$ cat src/rtl/cpu_pkg.sv
// Shared widths, memory-stage FSM encoding and MEM/WB record for the 8-bit pipeline.
package cpu_pkg;

  localparam int DATA_W = 8;
  localparam int REG_AW = 3;

  localparam logic [0:0] ST_IDLE = 1'b0;
  localparam logic [0:0] ST_BUSY = 1'b1;

  typedef struct packed {
    logic [DATA_W-1:0] data;
    logic [REG_AW-1:0] rd;
    logic              we;
  } memwb_t;

  function automatic logic [DATA_W-1:0] wb_select(
    input logic              use_mem,
    input logic [DATA_W-1:0] mem_val,
    input logic [DATA_W-1:0] alu_val
  );
    logic [DATA_W-1:0] res;
    if (use_mem) begin
      res = mem_val;
    end else begin
      res = alu_val;
    end
    return res;
  endfunction

endpackage

$ cat src/rtl/mem_stage_data_mem.sv
// Data memory for the MEM stage: DEPTH x DATA_W, synchronous write, asynchronous read.
module data_mem
  import cpu_pkg::*;
#(
  parameter int DEPTH = 256,
  parameter int AW    = 8
) (
  input  logic              clk,
  input  logic              we_i,
  input  logic [AW-1:0]     addr_i,
  input  logic [DATA_W-1:0] wdata_i,
  output logic [DATA_W-1:0] rdata_o
);

  logic [DATA_W-1:0] mem_q [DEPTH];

  // Array is intentionally not reset so contents survive a pipeline reset.
  always_ff @(posedge clk) begin
    if (we_i) begin
      mem_q[addr_i] <= wdata_i;
    end
  end

  assign rdata_o = mem_q[addr_i];

endmodule

$ cat src/rtl/mem_stage.sv
// Memory-access stage: wait-state FSM, upstream stall, MEM/WB register and
// forwarding taps around the internal data memory.
module mem_stage
  import cpu_pkg::*;
#(
  parameter int DEPTH       = 256,
  parameter int WAIT_STATES = 2
) (
  input  logic                     clk,
  input  logic                     reset,
  input  logic                     flush,
  input  logic                     ex_valid,
  input  logic signed [DATA_W-1:0] alu_result,
  input  logic signed [DATA_W-1:0] store_data,
  input  logic                     mem_read,
  input  logic                     mem_write,
  input  logic                     mem_to_reg,
  input  logic                     reg_write_in,
  input  logic [REG_AW-1:0]        rd_in,
  output logic                     stall,
  output logic signed [DATA_W-1:0] fwd_data_mem,
  output logic [REG_AW-1:0]        fwd_rd_mem,
  output logic                     fwd_we_mem,
  output logic signed [DATA_W-1:0] wb_data,
  output logic [REG_AW-1:0]        wb_rd,
  output logic                     wb_reg_write
);

  localparam int               AW       = (DEPTH > 1) ? $clog2(DEPTH) : 1;
  localparam int               CNT_W    = (WAIT_STATES > 0) ? $clog2(WAIT_STATES + 1) : 1;
  localparam logic [CNT_W-1:0] CNT_LOAD = CNT_W'(WAIT_STATES);
  localparam logic [CNT_W-1:0] CNT_LAST = CNT_W'(1);
  localparam logic [CNT_W-1:0] CNT_ZERO = {CNT_W{1'b0}};
  localparam bit               HAS_WAIT = (WAIT_STATES > 0);

  logic [0:0]        state_q, state_d;
  logic [CNT_W-1:0]  cnt_q, cnt_d;
  memwb_t            wb_q, wb_d;
  logic              mem_op_s, stall_s, complete_s, mem_we_s, use_mem_s;
  logic [AW-1:0]     addr_s;
  logic [DATA_W-1:0] rdata_s;

  assign mem_op_s = ex_valid & (mem_read | mem_write) & ~flush;
  assign addr_s   = alu_result[AW-1:0];

  // Flush outranks completion; a completing op is the only thing that writes memory or MEM/WB.
  always_comb begin
    state_d    = state_q;
    cnt_d      = cnt_q;
    stall_s    = 1'b0;
    complete_s = 1'b0;
    case (state_q)
      ST_IDLE: begin
        if (mem_op_s && HAS_WAIT) begin
          state_d = ST_BUSY;
          cnt_d   = CNT_LOAD;
          stall_s = 1'b1;
        end else if (!flush) begin
          complete_s = 1'b1;
        end else begin
          state_d = ST_IDLE;
        end
      end
      ST_BUSY: begin
        if (flush) begin
          state_d = ST_IDLE;
          cnt_d   = CNT_ZERO;
        end else if (cnt_q == CNT_LAST) begin
          state_d    = ST_IDLE;
          cnt_d      = CNT_ZERO;
          complete_s = 1'b1;
        end else begin
          cnt_d   = cnt_q - CNT_LAST;
          stall_s = 1'b1;
        end
      end
      default: begin
        state_d = ST_IDLE;
        cnt_d   = CNT_ZERO;
      end
    endcase
  end

  assign mem_we_s  = complete_s & mem_op_s & mem_write & ~reset;
  // A combined read+write is treated as a store, so write-back takes the ALU value.
  assign use_mem_s = mem_to_reg & ~(mem_read & mem_write);

  // Non-completing cycles insert a bubble while data and rd hold.
  always_comb begin
    wb_d = wb_q;
    if (complete_s) begin
      wb_d.data = wb_select(use_mem_s, rdata_s, alu_result);
      wb_d.rd   = rd_in;
      wb_d.we   = reg_write_in & ex_valid;
    end else begin
      wb_d.we = 1'b0;
    end
  end

  // FSM, wait counter and MEM/WB register.
  always_ff @(posedge clk or posedge reset) begin
    if (reset) begin
      state_q <= ST_IDLE;
      cnt_q   <= CNT_ZERO;
      wb_q    <= {$bits(memwb_t){1'b0}};
    end else begin
      state_q <= state_d;
      cnt_q   <= cnt_d;
      wb_q    <= wb_d;
    end
  end

  data_mem #(
    .DEPTH (DEPTH),
    .AW    (AW)
  ) u_data_mem (
    .clk     (clk),
    .we_i    (mem_we_s),
    .addr_i  (addr_s),
    .wdata_i (store_data),
    .rdata_o (rdata_s)
  );

  assign stall        = stall_s & ~reset;
  assign fwd_data_mem = alu_result;
  assign fwd_rd_mem   = rd_in;
  assign fwd_we_mem   = reg_write_in & ex_valid;
  assign wb_data      = wb_q.data;
  assign wb_rd        = wb_q.rd;
  assign wb_reg_write = wb_q.we;

endmodule

$ cat config.mk
export PLATFORM = sky130hd
export DESIGN_NAME = mem_stage
export DESIGN_NICKNAME = d
export VERILOG_FILES = /design/src/rtl/cpu_pkg.sv /design/src/rtl/mem_stage_data_mem.sv /design/src/rtl/mem_stage.sv
export SDC_FILE = /design/constraint.sdc
export NUM_CORES = 2
export LEC_CHECK = 0
export CORE_MARGIN = 10
export CORE_UTILIZATION = 41
export CTS_CLUSTER_SIZE = 30
export DETAILED_ROUTE_END_ITERATION = 8
export DONT_BUFFER_PORTS = 1
export PLACE_DENSITY = 0.64
export SKIP_LAST_GASP = 1
export SLEW_MARGIN = 20
export SYNTH_ARGS = -nofsm -noshare
export SYNTH_HDL_FRONTEND = slang
export SYNTH_SLANG_ARGS = --single-unit
$ cat constraint.sdc
create_clock -name clk -period 3.5 [get_ports clk]
set_input_delay 0.35 -clock clk [delete_from_list [all_inputs] [get_ports clk]]
set_output_delay 0.35 -clock clk [all_outputs]
set_load 0.005 [all_outputs]
==> impl_metrics.env <==
export IMPL_status="complete, no violations"
export IMPL_ys_top_cells_by_area="edfxtp_1 77%, mux4_2 14%, mux2i_1 2.3%, nor2_1 1.3%, mux2_2 0.67%"
export IMPL_worstPathCellList="mux4_2, mux2i_1, o21ai_0, a2111oi_0, buf_4, o32ai_1, dlygate4sd3_1"
export IMPL_firstDrtPassIters=6
export IMPL_worst_r2r_setup_slack_ps=200
export IMPL_initial_core_util=0.412
export IMPL_max_freq_mhz=303
export IMPL_grt_use_total=0.180
export IMPL_skew_ps=39.5
export IMPL_hold_violations=0
export IMPL_cts_sinks=2063
export IMPL_drive_above_1_share=0.281
export IMPL_power_leakage_nw=29.3
export IMPL_first_iter_violations=4956
export IMPL_core_area_um2=195000
export IMPL_grt_first_pass_wirelength_mm=286
export IMPL_peakVddDrop_uv=521
export IMPL_post_drt_wl_per_cell_um=29.2
export IMPL_synthArstFlopShare=0.00727
export IMPL_syn_area_um2=80400
export IMPL_critPathMaxFanout=1
export IMPL_clk_pin_slew_ps=70
export IMPL_ys_seq_area_frac=0.770
export IMPL_synth_top_area_share=0.765
export IMPL_setup_viol=0
export IMPL_start_kind="flip-flop"
export IMPL_end_kind="flip-flop"
export IMPL_cp_required_ps=4230
export IMPL_cts_setup_buffers=0
export IMPL_finalCriticalPeriod_ps=3300
export IMPL_layout_cells_non_filler=6920
export IMPL_slowest_stage="a2111oi_0"
export IMPL_ant_nets=0
export IMPL_h_tree_depth=4
export IMPL_r2r_end="wb_data[6]"
export IMPL_clockBufferDepth=3
export IMPL_dp_hpwl_mm=110
export IMPL_max_cap_violations=0
export IMPL_gp_congestion=0.845
export IMPL_synth_edf_count=2048
export IMPL_drc=0
export IMPL_fill_cells=16053
export IMPL_cts_buffers=201
export IMPL_ys_warn_count=0
export IMPL_grt_max_degree=568
export IMPL_avgViaCountPerCell=5.75
export IMPL_critPathKind="flip-flop to flip-flop"
export IMPL_fin_crit_sh=0.943
export IMPL_synth_fp_nets=3790
export IMPL_worstRegToRegCells=7
export IMPL_ys_flop_type="edfxtp_1"
export IMPL_areaGrowthSynthToFinish_pct=14.9
export IMPL_rsz0062_at_grt="false"
export IMPL_crit_path_max_incr_delay_ps=1020
export IMPL_arrival_ps=4030
export IMPL_crit_path_end="wb_data[6]"
export IMPL_synth_largest_area_cell="edfxtp_1"
export IMPL_antenna_found_initial=5
export IMPL_clock_latency_ps=850
export IMPL_slew_headroom=0.0770
export IMPL_tns_ps=0
export IMPL_dieArea_um2=214000
export IMPL_synth_cell_type_count=55
export IMPL_tightest_slew_ps=1380
export IMPL_r2r_start="u_data_mem.mem_q[82][6]"
export IMPL_num_vias=39810
export IMPL_final_max_slew_viol_count=0
export IMPL_cts_tree="yes"
export IMPL_gr_total_overflow=0
export IMPL_synth_cells=3762
export IMPL_final_nets=4154
export IMPL_cts_root_buf="clkbuf_16"
export IMPL_rows=162
export IMPL_p_per_area_nw_per_um2=545
export IMPL_synth_most_common_cell="edfxtp_1"
export IMPL_place_inst=6496
export IMPL_die_width_um=463
export IMPL_portBuffers=0
export IMPL_syn_area_per_cell_um2=21.4
export IMPL_hp_class="input pin to flip-flop"
export IMPL_die_height_um=463
export IMPL_wl_mm=202
export IMPL_ys_ff_latch=2063
export IMPL_critPathLaunch="u_data_mem.mem_q[82][6]"
export IMPL_ios=52
export IMPL_grt_pass1_vias=40038
export IMPL_yosys_top_cells_count="2048 x edfxtp_1, 494 x mux4_2, 286 x nor2_1, 181 x mux2i_1, 117 x nand2_1"
-- critical path, delay by kind of cell (launching register included) --
kind                   cells  cell delay [ps]
muxes                      2              750
AOI/OAI and AO/OA          3             1240
DFF                        1              360
buffers and inverters      2              850
-- placed cells by master, fill, tap and decap left out, drive strengths merged, types with 6 or more instances in the layout --
cell type / n
a22o: 6
a31oi: 9
o311ai: 7
mux4: 494
nor2: 286
o21ai: 41
and3: 6
bufinv: 9
a31o: 7
a22oi: 22
and2: 9
nand2: 117
nor2b: 11
buf: 361
nor4: 15
clkbuf: 275
or3: 7
mux2i: 181
edfxtp: 2048
o221ai: 6
o22ai: 63
dfrtp: 15
inv: 17
o2111ai: 7
a21oi: 12
nand4: 7
mux2: 48
a221oi: 22
clkinv: 85
dlygate4sd3: 25
nand3: 23
nor3: 11
-- area by class of cell --
| cell class | count | area, um^2 | share of cell area |
|---|---|---|---|
| Clock buffer | 267 | 5390 | 0.0584 |
| Clock inverter | 105 | 926 | 0.0100 |
| Multi-Input combinational cell | 1456 | 17300 | 0.187 |
| Tap cell | 2624 | 3280 | 0.0356 |
| Sequential cell | 2063 | 61900 | 0.670 |
| Timing Repair Buffer | 394 | 3560 | 0.0385 |
| Antenna cell | 1 | 2.50 | 0.0000271 |
| Inverter | 10 | 37.5 | 0.000407 |
-- where the power goes --
part / internal, mW / leakage, nW / total, mW / switching [mW]
Clock: 11.5 / 3.08 / 20.7 / 9.17
Sequential: 27.2 / 18.6 / 27.3 / 0.114
Combinational: 0.924 / 7.61 / 2.29 / 1.36
-- cell families (layout without fill, tap and decap cells) --
family | Yosys count | after routing | synth area share
other cells | 0 | 1 | 0
simple gates | 508 | 508 | 0.0269
fa+ha+maj | 1 | 1 | 0.000156
compound gates | 224 | 224 | 0.0193
mux | 723 | 723 | 0.168
flops | 2063 | 2063 | 0.770
buf+inv | 243 | 776 | 0.0159
-- layer usage --
layer  track usage  vias to the layer above  part of all wire
met4        0.0732                        4             0.044
met5             0                        -           0.00013
met3        0.0364                      420             0.080
met1         0.245                    21142              0.40
met2         0.283                     1848              0.47
li1              -                    16396                 -
-- state kept, by name, indices dropped and copies added, names as in the netlist --
| name | flops |
|---|---|
| wb_reg_write | 1 |
| wb_rd | 3 |
| u_data_mem.mem_q | 2048 |
| state_q | 1 |
| cnt_q | 2 |
| wb_data | 8 |
-- what timing repair did --
| action | in CTS | in global routing |
|---|---|---|
| resized for setup | 0 | 2 |
| hold buffers | 25 | 8 |
| endpoints found under the hold margin | 2078 | 418 |
| setup endpoints to repair | 0 | 194 |
-- worst min-delay path by stage --
stage	from	endpoint	slack (ps)	cells after the start
after floorplan	reset	cnt_q[0]	260	1
after global placement	reset	state_q	440	1
after detailed placement	reset	wb_rd[2]	440	1
after CTS	store_data[7]	u_data_mem.mem_q[246][7]	-260	0
after global routing	alu_result[6]	u_data_mem.mem_q[218][6]	60	3
final	alu_result[4]	wb_data[4]	70	4
-- stage by stage --
stage	utilization	cell area, um^2	hold slack [ps]	power, mW	setup WS (ps)
after floorplan	-	80400	257	29.1	738
after global placement	0.436	85100	444	29.4	313
after detailed placement	0.436	85100	444	29.4	253
after CTS	0.471	91700	-260	50.3	248
after global routing	0.474	92300	61.9	51.8	156
final	0.474	92300	67.4	50.3	201
Power figures use the tool's default switching activity.
